File: src/rtl/snd_pkg.sv
// Shared types and default timing constants for the sound-command scheduler.
// The IRQ/gap defaults match the 8 MHz sound clock generator.
package snd_pkg;

    localparam int IRQ_DIV_DEF = 33334;
    localparam int GAP_CYC_DEF = 64;

    typedef enum logic [2:0] {
        S_IDLE     = 3'd0,
        S_LOAD     = 3'd1,
        S_WAIT_ACK = 3'd2,
        S_WAIT_RD  = 3'd3,
        S_GAP      = 3'd4
    } state_e;

endpackage

File: src/rtl/sndcmd_scheduler_if.sv
// Game-side request and sound-Z80-side handshake bundle.
// The master drives requests and Z80 acknowledges; the scheduler is the slave.
interface sndcmd_scheduler_if #(
    parameter int FIFO_AW = 2
);
    logic [7:0]       sndno;
    logic             sndstart;
    logic             cpu_nmi;
    logic             cpu_nmia;
    logic             cpu_irq;
    logic             cpu_irqa;
    logic             com_rd;
    logic [7:0]       comlatch;
    logic [FIFO_AW:0] fifo_lvl;
    logic             busy;
    logic             ovf;

    modport master (
        output sndno, sndstart, cpu_nmia, cpu_irqa, com_rd,
        input  cpu_nmi, cpu_irq, comlatch, fifo_lvl, busy, ovf
    );

    modport slave (
        input  sndno, sndstart, cpu_nmia, cpu_irqa, com_rd,
        output cpu_nmi, cpu_irq, comlatch, fifo_lvl, busy, ovf
    );

endinterface

File: src/rtl/sndcmd_fifo.sv
// Small synchronous command FIFO with registered count and fall-through head.
// A push into a full FIFO is accepted only when a pop happens in the same cycle.
module sndcmd_fifo #(
    parameter int DW = 8,
    parameter int AW = 2
) (
    input  logic          clk8M,
    input  logic          reset_n,
    input  logic          push,
    input  logic          pop,
    input  logic [DW-1:0] din,
    output logic [DW-1:0] dout,
    output logic          full,
    output logic          empty,
    output logic [AW:0]   level
);

    localparam int DEPTH = 1 << AW;
    localparam logic [AW:0] FULL_CNT = (AW+1)'(DEPTH);

    logic [DW-1:0] mem_q [DEPTH];
    logic [DW-1:0] mem_d [DEPTH];
    logic [AW-1:0] wptr_q, wptr_d;
    logic [AW-1:0] rptr_q, rptr_d;
    logic [AW:0]   cnt_q, cnt_d;
    logic          do_push, do_pop;

    assign full    = (cnt_q == FULL_CNT);
    assign empty   = (cnt_q == '0);
    assign do_pop  = pop & ~empty;
    assign do_push = push & (~full | do_pop);
    assign dout    = mem_q[rptr_q];
    assign level   = cnt_q;

    always_comb begin
        mem_d  = mem_q;
        wptr_d = wptr_q;
        rptr_d = rptr_q;
        cnt_d  = cnt_q;
        if (do_push) begin
            mem_d[wptr_q] = din;
            wptr_d        = wptr_q + AW'(1);
        end
        if (do_pop) begin
            rptr_d = rptr_q + AW'(1);
        end
        unique case ({do_push, do_pop})
            2'b10:   cnt_d = cnt_q + (AW+1)'(1);
            2'b01:   cnt_d = cnt_q - (AW+1)'(1);
            default: cnt_d = cnt_q;
        endcase
    end

    always_ff @(posedge clk8M or negedge reset_n) begin
        if (!reset_n) begin
            mem_q  <= '{default: '0};
            wptr_q <= '0;
            rptr_q <= '0;
            cnt_q  <= '0;
        end else begin
            mem_q  <= mem_d;
            wptr_q <= wptr_d;
            rptr_q <= rptr_d;
            cnt_q  <= cnt_d;
        end
    end

endmodule

File: src/rtl/sndcmd_scheduler.sv
// Delivers queued sound codes to the sound Z80 one at a time via latch + NMI,
// and generates the free-running periodic sound-CPU IRQ.
import snd_pkg::*;

module sndcmd_scheduler #(
    parameter int FIFO_AW = 2,
    parameter int IRQ_DIV = IRQ_DIV_DEF,
    parameter int GAP_CYC = GAP_CYC_DEF
) (
    input  logic               clk8M,
    input  logic               reset_n,
    sndcmd_scheduler_if.slave  bus
);

    localparam int TW = $clog2(IRQ_DIV);
    localparam int GW = $clog2(GAP_CYC);
    localparam logic [TW-1:0] T_LAST = TW'(IRQ_DIV - 1);
    localparam logic [GW-1:0] G_LOAD = GW'(GAP_CYC - 1);

    state_e           state_q, state_d;
    logic [GW-1:0]    gap_q, gap_d;
    logic [TW-1:0]    timer_q, timer_d;
    logic             start_q, start_d;
    logic             nmi_q, nmi_d;
    logic             irq_q, irq_d;
    logic             ovf_q, ovf_d;
    logic [7:0]       latch_q, latch_d;

    logic             push, pop;
    logic             fifo_full, fifo_empty;
    logic [7:0]       fifo_dout;
    logic [FIFO_AW:0] fifo_lvl;

    sndcmd_fifo #(
        .DW (8),
        .AW (FIFO_AW)
    ) u_fifo (
        .clk8M   (clk8M),
        .reset_n (reset_n),
        .push    (push),
        .pop     (pop),
        .din     (bus.sndno),
        .dout    (fifo_dout),
        .full    (fifo_full),
        .empty   (fifo_empty),
        .level   (fifo_lvl)
    );

    assign start_d = bus.sndstart;
    assign push    = bus.sndstart & ~start_q;
    assign ovf_d   = ovf_q | (push & fifo_full & ~pop);

    always_comb begin
        state_d = state_q;
        gap_d   = gap_q;
        nmi_d   = nmi_q;
        latch_d = latch_q;
        pop     = 1'b0;
        unique case (state_q)
            S_IDLE: begin
                if (!fifo_empty) state_d = S_LOAD;
            end
            S_LOAD: begin
                pop     = 1'b1;
                latch_d = fifo_dout;
                nmi_d   = 1'b1;
                state_d = S_WAIT_ACK;
            end
            S_WAIT_ACK: begin
                // An early latch read skips the ack and retires the command
                if (bus.com_rd) begin
                    nmi_d   = 1'b0;
                    gap_d   = G_LOAD;
                    state_d = S_GAP;
                end else if (bus.cpu_nmia) begin
                    nmi_d   = 1'b0;
                    state_d = S_WAIT_RD;
                end
            end
            S_WAIT_RD: begin
                if (bus.com_rd) begin
                    gap_d   = G_LOAD;
                    state_d = S_GAP;
                end
            end
            S_GAP: begin
                if (gap_q == '0) state_d = S_IDLE;
                else             gap_d   = gap_q - GW'(1);
            end
            default: state_d = S_IDLE;
        endcase
    end

    always_comb begin
        timer_d = (timer_q == T_LAST) ? '0 : timer_q + TW'(1);
        irq_d   = irq_q;
        if (timer_q == T_LAST) irq_d = 1'b1;
        else if (bus.cpu_irqa) irq_d = 1'b0;
    end

    always_ff @(posedge clk8M or negedge reset_n) begin
        if (!reset_n) begin
            state_q <= S_IDLE;
            gap_q   <= '0;
            timer_q <= '0;
            start_q <= 1'b0;
            nmi_q   <= 1'b0;
            irq_q   <= 1'b0;
            ovf_q   <= 1'b0;
            latch_q <= 8'h00;
        end else begin
            state_q <= state_d;
            gap_q   <= gap_d;
            timer_q <= timer_d;
            start_q <= start_d;
            nmi_q   <= nmi_d;
            irq_q   <= irq_d;
            ovf_q   <= ovf_d;
            latch_q <= latch_d;
        end
    end

    assign bus.cpu_nmi  = nmi_q;
    assign bus.cpu_irq  = irq_q;
    assign bus.comlatch = latch_q;
    assign bus.fifo_lvl = fifo_lvl;
    assign bus.busy     = (state_q != S_IDLE);
    assign bus.ovf      = ovf_q;

endmodule
File: src/flat_wrapper.sv
// flat-port wrapper written by rule: the top's interface ports become plain ports
module sndcmd_scheduler_flat 
#(
    parameter int FIFO_AW = 2,
    parameter int IRQ_DIV = IRQ_DIV_DEF,
    parameter int GAP_CYC = GAP_CYC_DEF
)
  (clk8M, reset_n, bus_sndno, bus_sndstart, bus_cpu_nmia, bus_cpu_irqa, bus_com_rd, bus_cpu_nmi, bus_cpu_irq, bus_comlatch, bus_fifo_lvl, bus_busy, bus_ovf);
  sndcmd_scheduler_if #(.FIFO_AW(FIFO_AW)) bus_i ();
  input  logic clk8M;
  input  logic reset_n;
  input wire logic [$bits(bus_i.sndno)-1:0] bus_sndno;
  input wire logic [$bits(bus_i.sndstart)-1:0] bus_sndstart;
  input wire logic [$bits(bus_i.cpu_nmia)-1:0] bus_cpu_nmia;
  input wire logic [$bits(bus_i.cpu_irqa)-1:0] bus_cpu_irqa;
  input wire logic [$bits(bus_i.com_rd)-1:0] bus_com_rd;
  output wire logic [$bits(bus_i.cpu_nmi)-1:0] bus_cpu_nmi;
  output wire logic [$bits(bus_i.cpu_irq)-1:0] bus_cpu_irq;
  output wire logic [$bits(bus_i.comlatch)-1:0] bus_comlatch;
  output wire logic [$bits(bus_i.fifo_lvl)-1:0] bus_fifo_lvl;
  output wire logic [$bits(bus_i.busy)-1:0] bus_busy;
  output wire logic [$bits(bus_i.ovf)-1:0] bus_ovf;
  assign bus_i.sndno = bus_sndno;
  assign bus_i.sndstart = bus_sndstart;
  assign bus_i.cpu_nmia = bus_cpu_nmia;
  assign bus_i.cpu_irqa = bus_cpu_irqa;
  assign bus_i.com_rd = bus_com_rd;
  assign bus_cpu_nmi = bus_i.cpu_nmi;
  assign bus_cpu_irq = bus_i.cpu_irq;
  assign bus_comlatch = bus_i.comlatch;
  assign bus_fifo_lvl = bus_i.fifo_lvl;
  assign bus_busy = bus_i.busy;
  assign bus_ovf = bus_i.ovf;
  sndcmd_scheduler #(.FIFO_AW(FIFO_AW), .IRQ_DIV(IRQ_DIV), .GAP_CYC(GAP_CYC)) u_core (.clk8M(clk8M), .reset_n(reset_n), .bus(bus_i));
endmodule
File: config.mk
export PLATFORM = sky130hd
export DESIGN_NAME = sndcmd_scheduler_flat
export DESIGN_NICKNAME = d
export VERILOG_FILES = /design/src/rtl/snd_pkg.sv /design/src/rtl/sndcmd_scheduler_if.sv /design/src/rtl/sndcmd_fifo.sv /design/src/rtl/sndcmd_scheduler.sv /design/src/flat_wrapper.sv
export SDC_FILE = /design/constraint.sdc
export NUM_CORES = 1
export LEC_CHECK = 0
export ABC_AREA = 1
export CAP_MARGIN = 40
export CORE_UTILIZATION = 62
export DETAILED_ROUTE_END_ITERATION = 10
export PLACE_DENSITY = 0.92
export SLEW_MARGIN = 0
export SYNTH_ARGS = -nofsm -noshare
export SYNTH_HDL_FRONTEND = slang
export SYNTH_SLANG_ARGS = --single-unit
export TNS_END_PERCENT = 100
File: constraint.sdc
create_clock -name clk8M -period 4.6 [get_ports clk8M]
set_clock_uncertainty 0.2 [all_clocks]
set_input_delay 1.38 -clock clk8M [delete_from_list [all_inputs] [get_ports clk8M]]
set_output_delay 1.38 -clock clk8M [all_outputs]
set_load 0.01 [all_outputs]
==> flow_metrics.env, run 1 <==
export IMPL_stdcell_count=547
export IMPL_fillers=387
export IMPL_synth_compound_area_share_pct=9.78
export IMPL_cts_htree_levels=3
export IMPL_multi_input_area_mm2=0.00156
export IMPL_antenna_found_initial=0
export IMPL_yosysSeqAreaShare_pct=51.1
export IMPL_drc=0
export IMPL_cts_made_buffers=9
export IMPL_synth_xor_area_share_pct=3.29
export IMPL_postLayoutCellArea_mm2=0.00424
export IMPL_ir_worst_vdd_mv=0.335
export IMPL_syn_inst=440
export IMPL_grt_pass1_wl_um=13600
export IMPL_p_total_uw=2500
export IMPL_cts_resized=0
export IMPL_synthAdderAreaFrac_pct=3.56
export IMPL_yosys_warnings=0
export IMPL_slew_headroom_pct=61.2
export IMPL_wl_per_cell_um=14.4
export IMPL_coreArea_mm2=0.00564
export IMPL_finalSetupTns_ps=0
export IMPL_routed_wl_um=7890
export IMPL_ff_latch_area_mm2=0.00190
export IMPL_synth_top_family_by_area="simple AND/OR/NAND/NOR gates"
export IMPL_final_hold_violation_count=0
export IMPL_firstDrtPassIters=5
export IMPL_drv_cap=0
export IMPL_setup_viol=0
export IMPL_cp_data_arrival_time_ps=3260
export IMPL_ioPinCount=29
export IMPL_initial_core_util_pct=66.0
export IMPL_grt_usage_pct=28.3
export IMPL_post_cts_setup_buffer_count=0
export IMPL_syn_nets=464
export IMPL_nets=494
export IMPL_rsz0062_at_grt="false"
export IMPL_grt_max_degree=77
export IMPL_grt_pass1_vias=2959
export IMPL_synth_top_cell_by_area="dfrtp_1"
export IMPL_startpoint_type="primary input"
export IMPL_hold_buffers=0
export IMPL_cts_root_buf="clkbuf_8"
export IMPL_synth_edf_count=0
export IMPL_async_reset_ff_share_pct=100
export IMPL_globalRouteOverflowTotal=0
export IMPL_dpl_instance_area_mm2=0.00403
export IMPL_portBuffers=28
export IMPL_place_inst=531
export IMPL_path_class="in -> reg"
export IMPL_first_iter_violations=306
export IMPL_worst_hold_path_type="reg -> reg"
export IMPL_post_synth_cell_area_avg_um2=8.46
export IMPL_dp_hpwl_um=5200
export IMPL_pwr_density_cell_mw_per_mm2=590
export IMPL_gp_routability_congestion=0.907
export IMPL_cp_max_fo=6
export IMPL_n_antenna_cell=0
export IMPL_cts_tree="yes"
export IMPL_end_kind="flip-flop"
export IMPL_yosys_area_share_simple_pct=25.2
export IMPL_clock_sinks=76
export IMPL_post_route_min_period_ps=3200
export IMPL_drv_slew=0
export IMPL_drive_above_1_share_pct=5.89
export IMPL_area_growth_pct=13.8
export IMPL_synth_ff_type="dfrtp_1"
export IMPL_vias=3064
export IMPL_ys_ff_latch=76
export IMPL_ant_nets=0
export IMPL_die_h_um=79.5
export IMPL_path_clk_slew_ps=70
export IMPL_die_x_um=79.5
export IMPL_syn_area_mm2=0.00372
export IMPL_synth_top_area_share_pct=51.1
export IMPL_cts_buffer_depth=2
export IMPL_synth_common_cells="nand2_1, dfrtp_1, nor2_1, inv_1"
export IMPL_p_leak_uw=0.00199
export IMPL_worstSkewPairLatency_ps=350
export IMPL_finalCritPeriodShare_pct=69.5
export IMPL_rrSetupSlack_ps=1920
export IMPL_fmax_mhz=313
export IMPL_via_per_inst=5.60
export IMPL_cp_data_required_time_ps=4670
export IMPL_rows=27
export IMPL_max_slew_worst_pin_slew_ps=582
export IMPL_synth_mux_area_share_pct=0
export IMPL_status="completed"
export IMPL_synthTopCellsByArea="dfrtp_1, nand2_1, nor2_1"
export IMPL_synth_cell_types=28
export IMPL_die_area_mm2=0.00632
export IMPL_yosysMostFrequentCell="nand2_1"
[through the flow]
step | hold slack [ps] | util [%] | worst slack [ps]
finish | 285 | 75.1 | 1400
global route | 309 | 75.1 | 1240
CTS | 292 | 75.1 | 1410
detailed placement | 274 | 71.5 | 1060
global placement | 258 | 71.5 | 1130
floorplan | 254 | - | 1670
[power by group]
part	total [µW]	leakage [µW]	switching [µW]	internal (µW)
combinational	892	0.000950	524	368
sequential	1090	0.000938	192	897
clock	517	0.000102	238	279
total	2500	0.00199	954	1540
[per-layer routing]
layer / vias to the layer above / wire length [µm] / GRT usage, %
met4: 0 / 205 / 14.9
met5: - / 0 / 0
met2: 124 / 3950 / 47.1
met3: 24 / 440 / 4.46
li1: 1466 / - / -
met1: 1450 / 3300 / 35.5
[cell usage in the layout (no fill, tap or decap)]
| cell | Yosys | final |
|---|---|---|
| nand4_1 | 10 | 10 |
| buf_2 | 5 | 1 |
| a21oi_1 | 3 | 3 |
| bufinv_16 | 0 | 1 |
| ha_1 | 9 | 9 |
| clkbuf_8 | 0 | 11 |
| nand2_1 | 99 | 99 |
| inv_1 | 48 | 48 |
| nand2_4 | 1 | 1 |
| nand2_2 | 1 | 1 |
| nand3_2 | 1 | 1 |
| inv_2 | 1 | 1 |
| o21bai_1 | 2 | 2 |
| o21a_1 | 1 | 1 |
| fa_1 | 1 | 1 |
| nor2_4 | 1 | 1 |
| nor3_2 | 1 | 1 |
| nor2_1 | 65 | 65 |
| nand3_4 | 5 | 5 |
| clkdlybuf4s50_1 | 0 | 27 |
| xor2_1 | 10 | 10 |
| nand3_1 | 18 | 18 |
| o21ai_1 | 32 | 32 |
| a31oi_1 | 1 | 1 |
| o21ai_0 | 32 | 32 |
| clkinv_2 | 0 | 2 |
| xnor2_1 | 4 | 4 |
| buf_12 | 0 | 1 |
| dfrtp_1 | 76 | 76 |
| clkinvlp_4 | 0 | 1 |
| clkbuf_1 | 1 | 1 |
| clkinv_1 | 1 | 1 |
| nor3_1 | 7 | 7 |
[cell type report]
| class | count | area share, % |
|---|---|---|
| Tap cell | 72 | 2.13 |
| Multi-Input combinational cell | 304 | 36.8 |
| Inverter | 50 | 4.43 |
| Timing Repair Buffer | 29 | 6.97 |
| Sequential cell | 76 | 44.9 |
| Clock inverter | 4 | 1.12 |
| Clock buffer | 12 | 3.66 |
[path summary, 6_finish.rpt]
check	startpoint	end	cells after the start
max	bus_sndstart	u_core.u_fifo.level[1]$_DFFE_PN0P_	8
min	u_core.bus.comlatch[5]$_DFFE_PN0N_	u_core.bus.comlatch[5]$_DFFE_PN0N_	2
max reg2reg	u_core.state_q[1]$_DFFE_PN0P_	u_core.u_fifo.level[2]$_DFFE_PN0P_	11
min reg2reg	u_core.bus.comlatch[5]$_DFFE_PN0N_	u_core.bus.comlatch[5]$_DFFE_PN0N_	2
max in group asynchronous	reset_n	u_core.u_fifo.mem_q[31]$_DFFE_PN0P_	2
min in group asynchronous	reset_n	u_core.gap_q[3]$_DFFE_PN0P_	2
[critical path, cell delays in order]
cell and delay [ps]:
clkdlybuf4s50_1 470, inv_1 60, nor2_4 260, nand2_1 180
ha_1 230, inv_1 100, fa_1 410, o21ai_0 170
[flip-flops by register name, indices dropped and copies added (netlist names)]
| name | cells |
|---|---|
| u_core.u_fifo.mem_q | 32 |
| u_core.timer_q | 16 |
| u_core.bus.comlatch | 8 |
| u_core.u_fifo.rptr_q | 2 |
| u_core.bus.cpu_nmi | 1 |
| u_core.gap_q | 6 |
| u_core.bus.ovf | 1 |
| u_core.u_fifo.wptr_q | 2 |
| u_core.state_q | 3 |
| u_core.bus.cpu_irq | 1 |
| u_core.start_q | 1 |
| u_core.u_fifo.level | 3 |
[kinds of logic (layout without fill, tap and decap cells)]
group / count (synthesis) / in the layout
compound gates: 71 / 71
xor+xnor: 14 / 14
fa+ha+maj: 10 / 10
buf+inv: 60 / 95
flops: 76 / 76
simple gates: 209 / 209
(Power assumes the default switching activity.)
==> run 2: changes to the inputs <==
Settings changed: CORE_UTILIZATION 62 to 52, PLACE_DENSITY 0.92 to 0.83.
Clock period 4.6 ns to 2.8 ns, I/O delays scaled along.
==> run 2 against run 1 <==
Global-route usage shrank 6.0 points. Count of clock-buffer cells in the layout is 3 lower. Clock power is 81% higher. Flip-flop and latch count stayed put. First-iteration DRC count decreased by 39%. Die area increased by 19%. Wire length down 7.0%. Final area grew 2.2%. Total power increased by 67%. Non-clock buffer count rose by 5. Sequential share of layout area fell by 0.95 points. Worst hold slack got worse by 33 ps. Critical path type unchanged. Largest power group unchanged. Highest routed layer unchanged.
==> flow_metrics.env, run 2 (synthesized netlist as in run 1, its figures left out) <==
export IMPL_cts_made_buffers=9
export IMPL_rr_worst_depth=11
export IMPL_crit_chain="clkdlybuf4s50_1 > inv_1 > nor2_4 > nand2_1 > ha_1 > inv_1 > fa_1 > a21oi_1 > o21ai_0 > xor2_1"
export IMPL_fillers=561
export IMPL_initial_core_util_pct=54.2
export IMPL_fmax_mhz=393
export IMPL_rrSetupSlack_ps=310
export IMPL_ioPinCount=29
export IMPL_n_antenna_cell=0
export IMPL_post_route_min_period_ps=2550
export IMPL_stdcell_count=576
export IMPL_rsz0062_at_grt="false"
export IMPL_whs_ps=251
export IMPL_drc=0
export IMPL_crit_top_cell="inv_1"
export IMPL_max_stage_delay_ps=410
export IMPL_cts_buffer_depth=2
export IMPL_post_cts_setup_buffer_count=0
export IMPL_setup_viol=0
export IMPL_largest_register="u_core.u_fifo.mem_q"
export IMPL_cp_data_arrival_time_ps=2570
export IMPL_r2r_end="u_core.u_fifo.level[2]$_DFFE_PN0P_"
export IMPL_cts_htree_levels=3
export IMPL_startpoint_type="primary input"
export IMPL_nets=499
export IMPL_path_class="in -> reg"
export IMPL_cts_tree="yes"
export IMPL_end_kind="flip-flop"
export IMPL_cp_slowest_cell="clkdlybuf4s50_1"
export IMPL_multi_input_area_mm2=0.00156
export IMPL_portBuffers=28
export IMPL_coreArea_mm2=0.00687
export IMPL_grt_usage_pct=22.3
export IMPL_rows=30
export IMPL_globalRouteOverflowTotal=0
export IMPL_vias=2966
export IMPL_grt_pass1_vias=2869
export IMPL_hold_buffers=0
export IMPL_slew_headroom_pct=62.3
export IMPL_worst_hold_path_type="in -> async"
export IMPL_cp_data_required_time_ps=2830
export IMPL_cts_resized=0
export IMPL_cp_max_fo=2
export IMPL_dp_hpwl_um=5050
export IMPL_status="completed"
export IMPL_drv_cap=0
export IMPL_antenna_found_initial=0
export IMPL_via_per_inst=5.15
export IMPL_finalSetupTns_ps=0
export IMPL_routed_wl_um=7340
export IMPL_die_x_um=86.6
export IMPL_firstDrtPassIters=5
export IMPL_final_cell_mix="nand2_1, dfrtp_1, nor2_1"
export IMPL_first_iter_violations=186
export IMPL_place_inst=560
export IMPL_p_leak_uw=0.00201
export IMPL_ir_worst_vdd_mv=0.467
export IMPL_cts_root_buf="clkbuf_8"
export IMPL_area_growth_pct=16.3
export IMPL_gp_routability_congestion=0.865
export IMPL_die_h_um=86.6
export IMPL_die_area_mm2=0.00750
export IMPL_pwr_density_cell_mw_per_mm2=965
export IMPL_max_slew_worst_pin_slew_ps=565
export IMPL_drive_above_1_share_pct=7.08
export IMPL_largest_register_ffs=32
export IMPL_clock_sinks=76
export IMPL_grt_max_degree=41
export IMPL_reg2reg_from="u_core.state_q[2]$_DFFE_PN0P_"
export IMPL_worstSkewPairLatency_ps=350
export IMPL_ff_latch_area_mm2=0.00190
export IMPL_wl_per_cell_um=12.7
export IMPL_final_common_cell="nand2_1"
export IMPL_finalCritPeriodShare_pct=90.9
export IMPL_ant_nets=0
export IMPL_drv_slew=0
export IMPL_path_clk_slew_ps=80
export IMPL_grt_pass1_wl_um=12900
export IMPL_final_hold_violation_count=0
## run 2: changes by cell type in the layout (fill, tap and decap cells not counted)
cell	change
inv_6	+1
bufinv_16	+1
buf_2	-1
clkinv_4	+1
clkbuf_8	-2
clkinv_2	-2
clkbuf_1	-1
clkinvlp_4	+2
buf_4	+6
## run 2: report_power, final
group / total (µW) / leakage [µW] / switching (µW) / internal (µW)
Sequential: 1740 / 0.000938 / 270 / 1470
Combinational: 1500 / 0.000974 / 865 / 633
Clock: 934 / 0.000102 / 428 / 506
## run 2: worst max-delay path, delay by kind of cell
family / cells / cell delay, ps
buffers and inverters: 3 / 570
AO/OA/AOI/OAI: 2 / 330
AND/OR/NAND/NOR: 2 / 120
adder cells (fa/ha/maj): 2 / 550
XOR/XNOR: 1 / 160
## run 2: worst max-delay path by stage
stage | start | to | slack, ps | cells past startpoint
2_1_floorplan | bus_sndstart | u_core.u_fifo.level[2]$_DFFE_PN0P_ | 410 | 9
3_3_place_gp | bus_sndstart | u_core.u_fifo.level[2]$_DFFE_PN0P_ | 40 | 10
5_1_grt | u_core.state_q[2]$_DFFE_PN0P_ | u_core.u_fifo.level[2]$_DFFE_PN0P_ | 140 | 11
3_5_place_dp | bus_sndstart | u_core.u_fifo.level[2]$_DFFE_PN0P_ | -80 | 10
6_report | bus_sndstart | u_core.u_fifo.level[2]$_DFFE_PN0P_ | 250 | 10
4_1_cts | u_core.state_q[0]$_DFFE_PN0P_ | bus_busy | 270 | 3
## run 2: final cells by class
type | instances | share of cell area [%]
flip-flops and latches | 76 | 43.9
multi-input cells | 304 | 36.0
repair buffers | 34 | 7.75
inverters | 50 | 4.34
clock buffers | 9 | 2.86
well taps | 96 | 2.78
clock inverters | 7 | 2.31
## run 2: per-layer routing
metal | vias to the layer above | share of wire (%) | track usage [%]
met5 | - | 0 | 0
met2 | 81 | 48 | 37.2
met4 | 0 | 1.8 | 9.85
met1 | 1394 | 47 | 27.7
met3 | 13 | 4.1 | 5.33
li1 | 1478 | - | -
## run 2: through the flow
step                setup slack, ps  util, %  cell area [µm²]  total power (µW)
finish                          255     63.0             4330              4180
global route                    139     63.0             4330              4490
CTS                             273     63.0             4330              4190
detailed placement            -83.9     59.7             4100              3240
global placement               42.1     59.7             4100              3160
floorplan                       413        -             3720              2740
